[src/rtl/branch_sequencer.sv]
// Program-counter sequencer: owns ProgCtr, IDLE/RUN/DONE run control and LUT-based jumps.
// Define CALL_RET_EN to add the RET_DEPTH-entry return-address stack for Call/Ret.
module branch_sequencer #(
  parameter int PC_W        = 12,
  parameter int IDX_W       = 5,
  parameter int NUM_TARGETS = 13,
  parameter int RET_DEPTH   = 4
) (
  input  logic             Clk,
  input  logic             Reset_n,
  input  logic             Start,
  input  logic             Stall,
  input  logic             BranchEn,
  input  logic             Taken,
  input  logic             Halt,
  input  logic             Call,
  input  logic             Ret,
  input  logic [IDX_W-1:0] Jptr,
  input  logic [PC_W-1:0]  Jump,
  output logic [IDX_W-1:0] LutIdx,
  output logic [PC_W-1:0]  ProgCtr,
  output logic             Busy,
  output logic             Done,
  output logic             BadTarget,
  output logic             StackErr
);

  typedef enum logic [1:0] {IDLE = 2'd0, RUN = 2'd1, DONE = 2'd2} state_t;

  localparam logic [IDX_W:0] NUM_T = (IDX_W+1)'(NUM_TARGETS);

  state_t          state_q, state_d;
  logic [PC_W-1:0] pc_q, pc_d, pc_inc;
  logic            bad_q, bad_d;
  logic            idx_ok;

  assign pc_inc = pc_q + 1'b1;
  assign idx_ok = {1'b0, Jptr} < NUM_T;

`ifdef CALL_RET_EN
  localparam int SP_W = $clog2(RET_DEPTH + 1);
  localparam int AW   = (RET_DEPTH > 1) ? $clog2(RET_DEPTH) : 1;
  localparam logic [SP_W-1:0] SP_FULL = SP_W'(RET_DEPTH);

  logic [PC_W-1:0] stack_q [RET_DEPTH];
  logic [SP_W-1:0] sp_q, sp_d, sp_m1;
  logic [AW-1:0]   push_idx, top_idx;
  logic            serr_q, serr_d;
  logic            push_en;

  assign sp_m1    = sp_q - 1'b1;
  assign top_idx  = sp_m1[AW-1:0];
  assign push_idx = sp_q[AW-1:0];
`else
  logic unused_cfg;
  assign unused_cfg = Ret & (RET_DEPTH > 0);
`endif

  always_comb begin
    state_d = state_q;
    pc_d    = pc_q;
    bad_d   = bad_q;
`ifdef CALL_RET_EN
    sp_d    = sp_q;
    serr_d  = serr_q;
    push_en = 1'b0;
`endif
    if (!Stall) begin
      case (state_q)
        IDLE: if (Start) state_d = RUN;
        DONE: begin
          if (Start) begin
            state_d = RUN;
            pc_d    = '0;
            bad_d   = 1'b0;
`ifdef CALL_RET_EN
            sp_d    = '0;
            serr_d  = 1'b0;
`endif
          end
        end
        RUN: begin
          if (Halt) begin
            state_d = DONE;
`ifdef CALL_RET_EN
          end else if (Ret) begin
            if (sp_q == '0) begin
              serr_d  = 1'b1;
              state_d = DONE;
            end else begin
              sp_d = sp_m1;
              pc_d = stack_q[top_idx];
            end
          end else if (Call) begin
            // Illegal index is reported before any stack-capacity check.
            if (!idx_ok) begin
              bad_d   = 1'b1;
              state_d = DONE;
            end else if (sp_q == SP_FULL) begin
              serr_d  = 1'b1;
              state_d = DONE;
            end else begin
              push_en = 1'b1;
              sp_d    = sp_q + 1'b1;
              pc_d    = Jump;
            end
`else
          end else if (Call) begin
            if (!idx_ok) begin
              bad_d   = 1'b1;
              state_d = DONE;
            end else begin
              pc_d = Jump;
            end
`endif
          end else if (BranchEn && Taken) begin
            if (!idx_ok) begin
              bad_d   = 1'b1;
              state_d = DONE;
            end else begin
              pc_d = Jump;
            end
          end else begin
            pc_d = pc_inc;
          end
        end
        default: state_d = IDLE;
      endcase
    end
  end

  always_ff @(posedge Clk or negedge Reset_n) begin
    if (!Reset_n) begin
      state_q <= IDLE;
      pc_q    <= '0;
      bad_q   <= 1'b0;
    end else begin
      state_q <= state_d;
      pc_q    <= pc_d;
      bad_q   <= bad_d;
    end
  end

`ifdef CALL_RET_EN
  always_ff @(posedge Clk or negedge Reset_n) begin
    if (!Reset_n) begin
      sp_q   <= '0;
      serr_q <= 1'b0;
    end else begin
      sp_q   <= sp_d;
      serr_q <= serr_d;
    end
  end

  // Entries are only meaningful below sp_q, so the storage needs no reset.
  always_ff @(posedge Clk) begin
    if (push_en) stack_q[push_idx] <= pc_inc;
  end

  assign StackErr = serr_q;
`else
  assign StackErr = 1'b0;
`endif

  assign LutIdx    = Jptr;
  assign ProgCtr   = pc_q;
  assign Busy      = (state_q == RUN);
  assign Done      = (state_q == DONE);
  assign BadTarget = bad_q;

endmodule

[config.mk]
export PLATFORM = sky130hd
export DESIGN_NAME = branch_sequencer
export DESIGN_NICKNAME = d
export VERILOG_FILES = /design/src/rtl/branch_sequencer.sv
export SDC_FILE = /design/constraint.sdc
export NUM_CORES = 1
export LEC_CHECK = 0
export CORE_MARGIN = 1.5
export CORE_UTILIZATION = 56
export DETAILED_ROUTE_END_ITERATION = 8
export DONT_BUFFER_PORTS = 1
export PLACE_DENSITY = 0.82
export SKIP_LAST_GASP = 1
export SYNTH_ARGS = -nofsm -noshare
export SYNTH_HDL_FRONTEND = slang
export SYNTH_SLANG_ARGS = --single-unit
[constraint.sdc]
create_clock -name Clk -period 1.8 [get_ports Clk]
set_input_delay 0.09 -clock Clk [delete_from_list [all_inputs] [get_ports Clk]]
set_output_delay 0.09 -clock Clk [all_outputs]
set_load 0.005 [all_outputs]
==> After elaboration in Yosys (flattened, before gate mapping) <==
Cells that the tools add are included.
{ "classes": {"eq_ne": 7, "n_reduce_logical": 7, "n_mux": 18, "magnitude_cmp": 1, "bitwise": 1, "add_sub_neg": 1} }
{ "op_table": {"columns": ["cell", "count"], "rows": [
  ["2-to-1 mux 12 bit", 5],
  ["case mux 12 bit (2 select lines)", 1],
  ["adder 12 x 1 -> 12 bit (second input constant)", 1],
  ["2-to-1 mux 2 bit", 5],
  ["< comparator 5 x 4 -> 1 bit (second input constant)", 1],
  ["2-to-1 mux 1 bit", 5],
  ["AND reduction 5 bit", 1],
  ["inequality test 2 bit (second input constant)", 2],
  ["inequality test 4 x 3 -> 1 bit (second input constant)", 1],
  ["case mux 2 bit (2 select lines)", 1],
  ["AND reduction 4 bit", 1],
  ["inequality test 3 x 2 -> 1 bit (second input constant)", 1],
  ["AND reduction 3 bit", 1],
  ["equality test 2 x 1 -> 1 bit (second input constant)", 1],
  ["equality test 2 bit (second input constant)", 1],
  ["logical NOT 2 bit", 1],
  ["inequality test 2 x 1 -> 1 bit (second input constant)", 1],
  ["case mux 1 bit (2 select lines)", 1],
  ["nonzero test 2 bit", 1],
  ["OR reduction 2 bit", 1],
  ["logical AND 1 bit", 1],
  ["inverter 1 bit", 1]
]} }
{ "totals": {"regBits": 15, "word_cells": 38} }

==> Depth between registers and ports, before layout <==
{ "depth": {"depth_word": 6, "mapped_depth": 8} }

==> Least setup slack after synthesis <==
No wires, ideal clock.
{ "synth_timing": {"kind": "register to register", "from": "register state_q[0]", "to": "register pc_q[6], in the netlist ProgCtr[6]", "arrival_ns": 1.714, "setup_slack_ns": 0.007, "required_ns": 1.720, "setup_ns": 0.080, "stages_incl_launch_ff": 9, "n_path_buf": 1, "cell_sequence": "dfrtp_1 > inv_1 > ha_1 > nor2b_1 > and3b_1 > clkbuf_1 > o221ai_1 > nor2_1 > a2bb2oi_1"} }
{ "synth_via": {"elab_chain_len": 3, "elab_cells_between_ends": 7} }
{ "synth_lines": {"columns": ["element", "line_no", "source"], "rows": [
  ["start, declared", "32", "state_t state_q, state_d;"],
  ["start signal, assigned", "138", "state_q <= state_d;"],
  ["equality test 2 x 1 -> 1 bit / equality test 2 bit (equally long branches)", "69", "case (state_q)"],
  ["inequality test 2 bit (no source line) / nonzero test 2 bit (equally long branches)", null, null],
  ["AND reduction 4 bit (no source line)", null, null],
  ["end signal, assigned", "139", "pc_q <= pc_d;"],
  ["end, declared", "33", "logic [PC_W-1:0] pc_q, pc_d, pc_inc;"]
]} }
Parallel ways exist; a longest one is shown, timed or not.
A chain may end at the register's enable or synchronous reset.

==> Final worst setup path <==
{ "layout_timing": {"from": "register state_q[1]", "to": "register pc_q[3], in the netlist ProgCtr[3]"} }
{ "layout_via": {"elab_chain_len": 3, "elab_cells_between_ends": 7} }
{ "layout_lines": {"columns": ["element", "line_no", "source"], "rows": [
  ["equality test 2 x 1 -> 1 bit (*)", null, null],
  ["via Busy", "22", "output logic Busy,"],
  ["inequality test 2 bit (no source line) / nonzero test 2 bit (equally long branches)", null, null],
  ["AND reduction 4 bit (no source line)", null, null]
]} }
Mark *: on every way through the listed nets, which the timed path passes. The rest lies on a longest branch.

==> results.md <==
* Setup Skew at 0.00575 ns
* Htree depth at 1
* Die height at 48.5 um
* Core region area at 0.00196 mm^2
* Crit path kind: reg2reg
* Syn-to-layout area delta at 20.2%
* Rel. slew slack at 0.535
* CP Launch Type: flip-flop
* Min-delay src: Stall
* Fin crit period at 1.74 ns
* TritonCTS clock tree: yes
* Crit. End Element: flip-flop
* Sequential-to-total area share from yosys stat at 0.324
* Crit path launch: state_q[1]
* Mapped Area at 0.00116 mm^2
* Crit share post-route at 0.966
* FFs w/ async S/R, synth at 1.00
* Flops & latches, synth at 15
* Avg Cell Area, Syn at 8.15 um^2
* Dpl hpwl at 2280 um
* Synthesized Nets at 173
* First-pass GRT wire length at 5040 um
* Worst Reg-to-Reg Cells at 7
* Initial DRT Pass Iterations at 4
* FP Rows at 16
* Clk buf depth at 2
* Worst Setup Slack, final at 0.0607 ns
* All-layer global routing usage at 0.273
* I/O pins at 47
* Post-Layout Cell Count at 185
* Via density at 6.52
* Initial core utilization at 0.590
* Outcome: complete, no violations
* Leakage at 0.607 nW
* Initial antenna violation count at 0
* Critical Path End: ProgCtr[3]
* Final setup vio count at 0
* Port Buf Inserts at 0
* Peak fanout along the critical path at 5
* Share of the synthesized area in the top cell type at 0.324
* Top cells by area, synth: dfrtp_1 32%, ha_1 5.4%, nand2_1 4.9%
* Dpl cells at 174
* Netlist cell types at 46
* Fin. max-slew vios at 0
* Max-Cap Viols at 0
* Routability Congestion at 0.823
* Highest Clock Rate at 0.575 GHz
* Hold WC Path Type: in2reg
* PwrDens at 1120 mW/mm^2
* CTS Buf Count at 3
* Largest net degree at the start of global routing at 16
* DR iter-0 viols at 51
* Fin. Hold Viols at 0
* Ys Warns at 0
* Slew @ Worst Pin at 0.695 ns
* End of the worst register-to-register path: ProgCtr[3]
* Width of the die at 48.5 um
* Required @ worst endpoint at 2.04 ns
* # clock sinks at 15
* DR DRC count at 0
* Share of cells above drive strength 1 at 0.259
* DRT Wirelength at 3300 um
* EDFF count, synth at 0
* Ys flop type: dfrtp_1
* R2R Setup Slk at 0.06 ns
* Routed vias at 1206
* Filler instances at 179
* R2R Path Start: state_q[1]
* DIE AREA at 0.00235 mm^2
* GR Overflow Total at 0
* Crit path DAT at 1.98 ns
* Fin util at 0.709
* Post-route ant nets at 0
* Syn Inst Count at 142
* Clock tree root buffer cell: clkbuf_4
* Vias in the first global route at 1133
* Antenna fix cells at 0
* Clock insertion delay at the later pin of the skew report at 0.29 ns
* Cell taking the most area after synthesis: dfrtp_1
* Post-place setup slack at 0.0167 ns
* Worst vdd ir at 1.10 mV
* Layout net count at 190
* DR WL/cell at 17.8 um
* Worst-path clk slew at 0.11 ns
* Most instantiated cells after synthesis: 15 x dfrtp_1, 15 x nand2_1, 12 x nor2_1
==> per-stage QoR <==
step	total power (W)	hold WS [ns]	TNS, ns	cell area (um^2)
final	0.00157	0.0207	0	1390
after global routing	0.00168	0.0146	-0.0542	1390
after CTS	0.00143	0.0112	0	1310
after detailed placement	0.00120	-0.205	0	1240
after global placement	0.00117	-0.205	0	1240
after floorplan	0.000978	-0.206	0	1160
==> report_power, final <==
part / internal [W] / switching [W] / leakage, nW
sequential: 0.000437 / 0.0000986 / 0.203
combinational: 0.000390 / 0.000430 / 0.387
clock: 0.0000826 / 0.000127 / 0.0177
==> final cells by class <==
class,count,area [um^2],area share
Inverter,6,22.5,0.0162
Multi-Input combinational cell,111,756,0.543
Tap cell,27,33.8,0.0243
Timing Repair Buffer,22,176,0.127
Clock inverter,1,5.00,0.00360
Clock buffer,3,22.5,0.0162
Sequential cell,15,375,0.270
==> layout by cell type (no fill, tap or decap), types with 2 or more instances in the layout <==
cell type / Yosys / layout
o221ai_1: 2 / 2
o211ai_1: 3 / 3
inv_1: 6 / 5
nor3_1: 4 / 4
nand3_1: 9 / 8
a31oi_1: 3 / 3
a21oi_1: 10 / 9
nor2_1: 12 / 12
buf_4: 6 / 18
o2bb2ai_1: 2 / 2
o21ai_0: 8 / 8
nand2_1: 15 / 15
nand3_2: 1 / 2
o22ai_1: 2 / 2
ha_2: 0 / 3
dlygate4sd3_1: 0 / 3
a2bb2oi_1: 2 / 2
clkbuf_4: 0 / 3
dfrtp_1: 15 / 15
a22o_1: 5 / 5
==> registers in the layout (all words and copies together), names as in the netlist <==
| signal | flops |
|---|---|
| ProgCtr | 12 |
| state_q | 2 |
| BadTarget | 1 |
==> cells by family after synthesis <==
logic type | count (synthesis) | share of synthesized area
AND/OR/NAND/NOR | 53 | 0.228
AO/OA/AOI/OAI | 49 | 0.292
buffers and inverters | 16 | 0.0724
flip-flops | 15 | 0.324
adder cells (fa/ha/maj) | 5 | 0.0541
multiplexers | 2 | 0.0184
other | 1 | 0.00324
XOR/XNOR | 1 | 0.00757
==> metal layers <==
layer,vias up,global-route usage,part of all wire
met5,-,0,0
met3,7,0.0648,0.075
met1,588,0.329,0.40
li1,553,-,-
met4,0,0.0571,0.0082
met2,58,0.495,0.52
==> repair_timing <==
action | in CTS | in global routing
resized for setup | 2 | 12
endpoints found under the hold margin | 17 | 0
buffers inserted | 0 | 4
pin swaps | 2 | 3
hold buffers | 3 | 0
endpoints found under the setup margin | 3 | 9
==> worst min-delay path by stage <==
stage	end	depth (start not counted)
after CTS	state_q[1]	3
final	state_q[1]	3
after detailed placement	ProgCtr[9]	0
after floorplan	BadTarget	0
after global placement	ProgCtr[9]	0
after global routing	state_q[1]	3
==> worst max-delay path, stage by stage, from the launching register on <==
cell and delay [ns]:
dfrtp_1 0.41, inv_1 0.14, ha_2 0.26, nand2b_1 0.11
nand3b_1 0.21, buf_6 0.16, o31ai_2 0.22, a22o_1 0.17
Power figures use the tool's default switching activity.
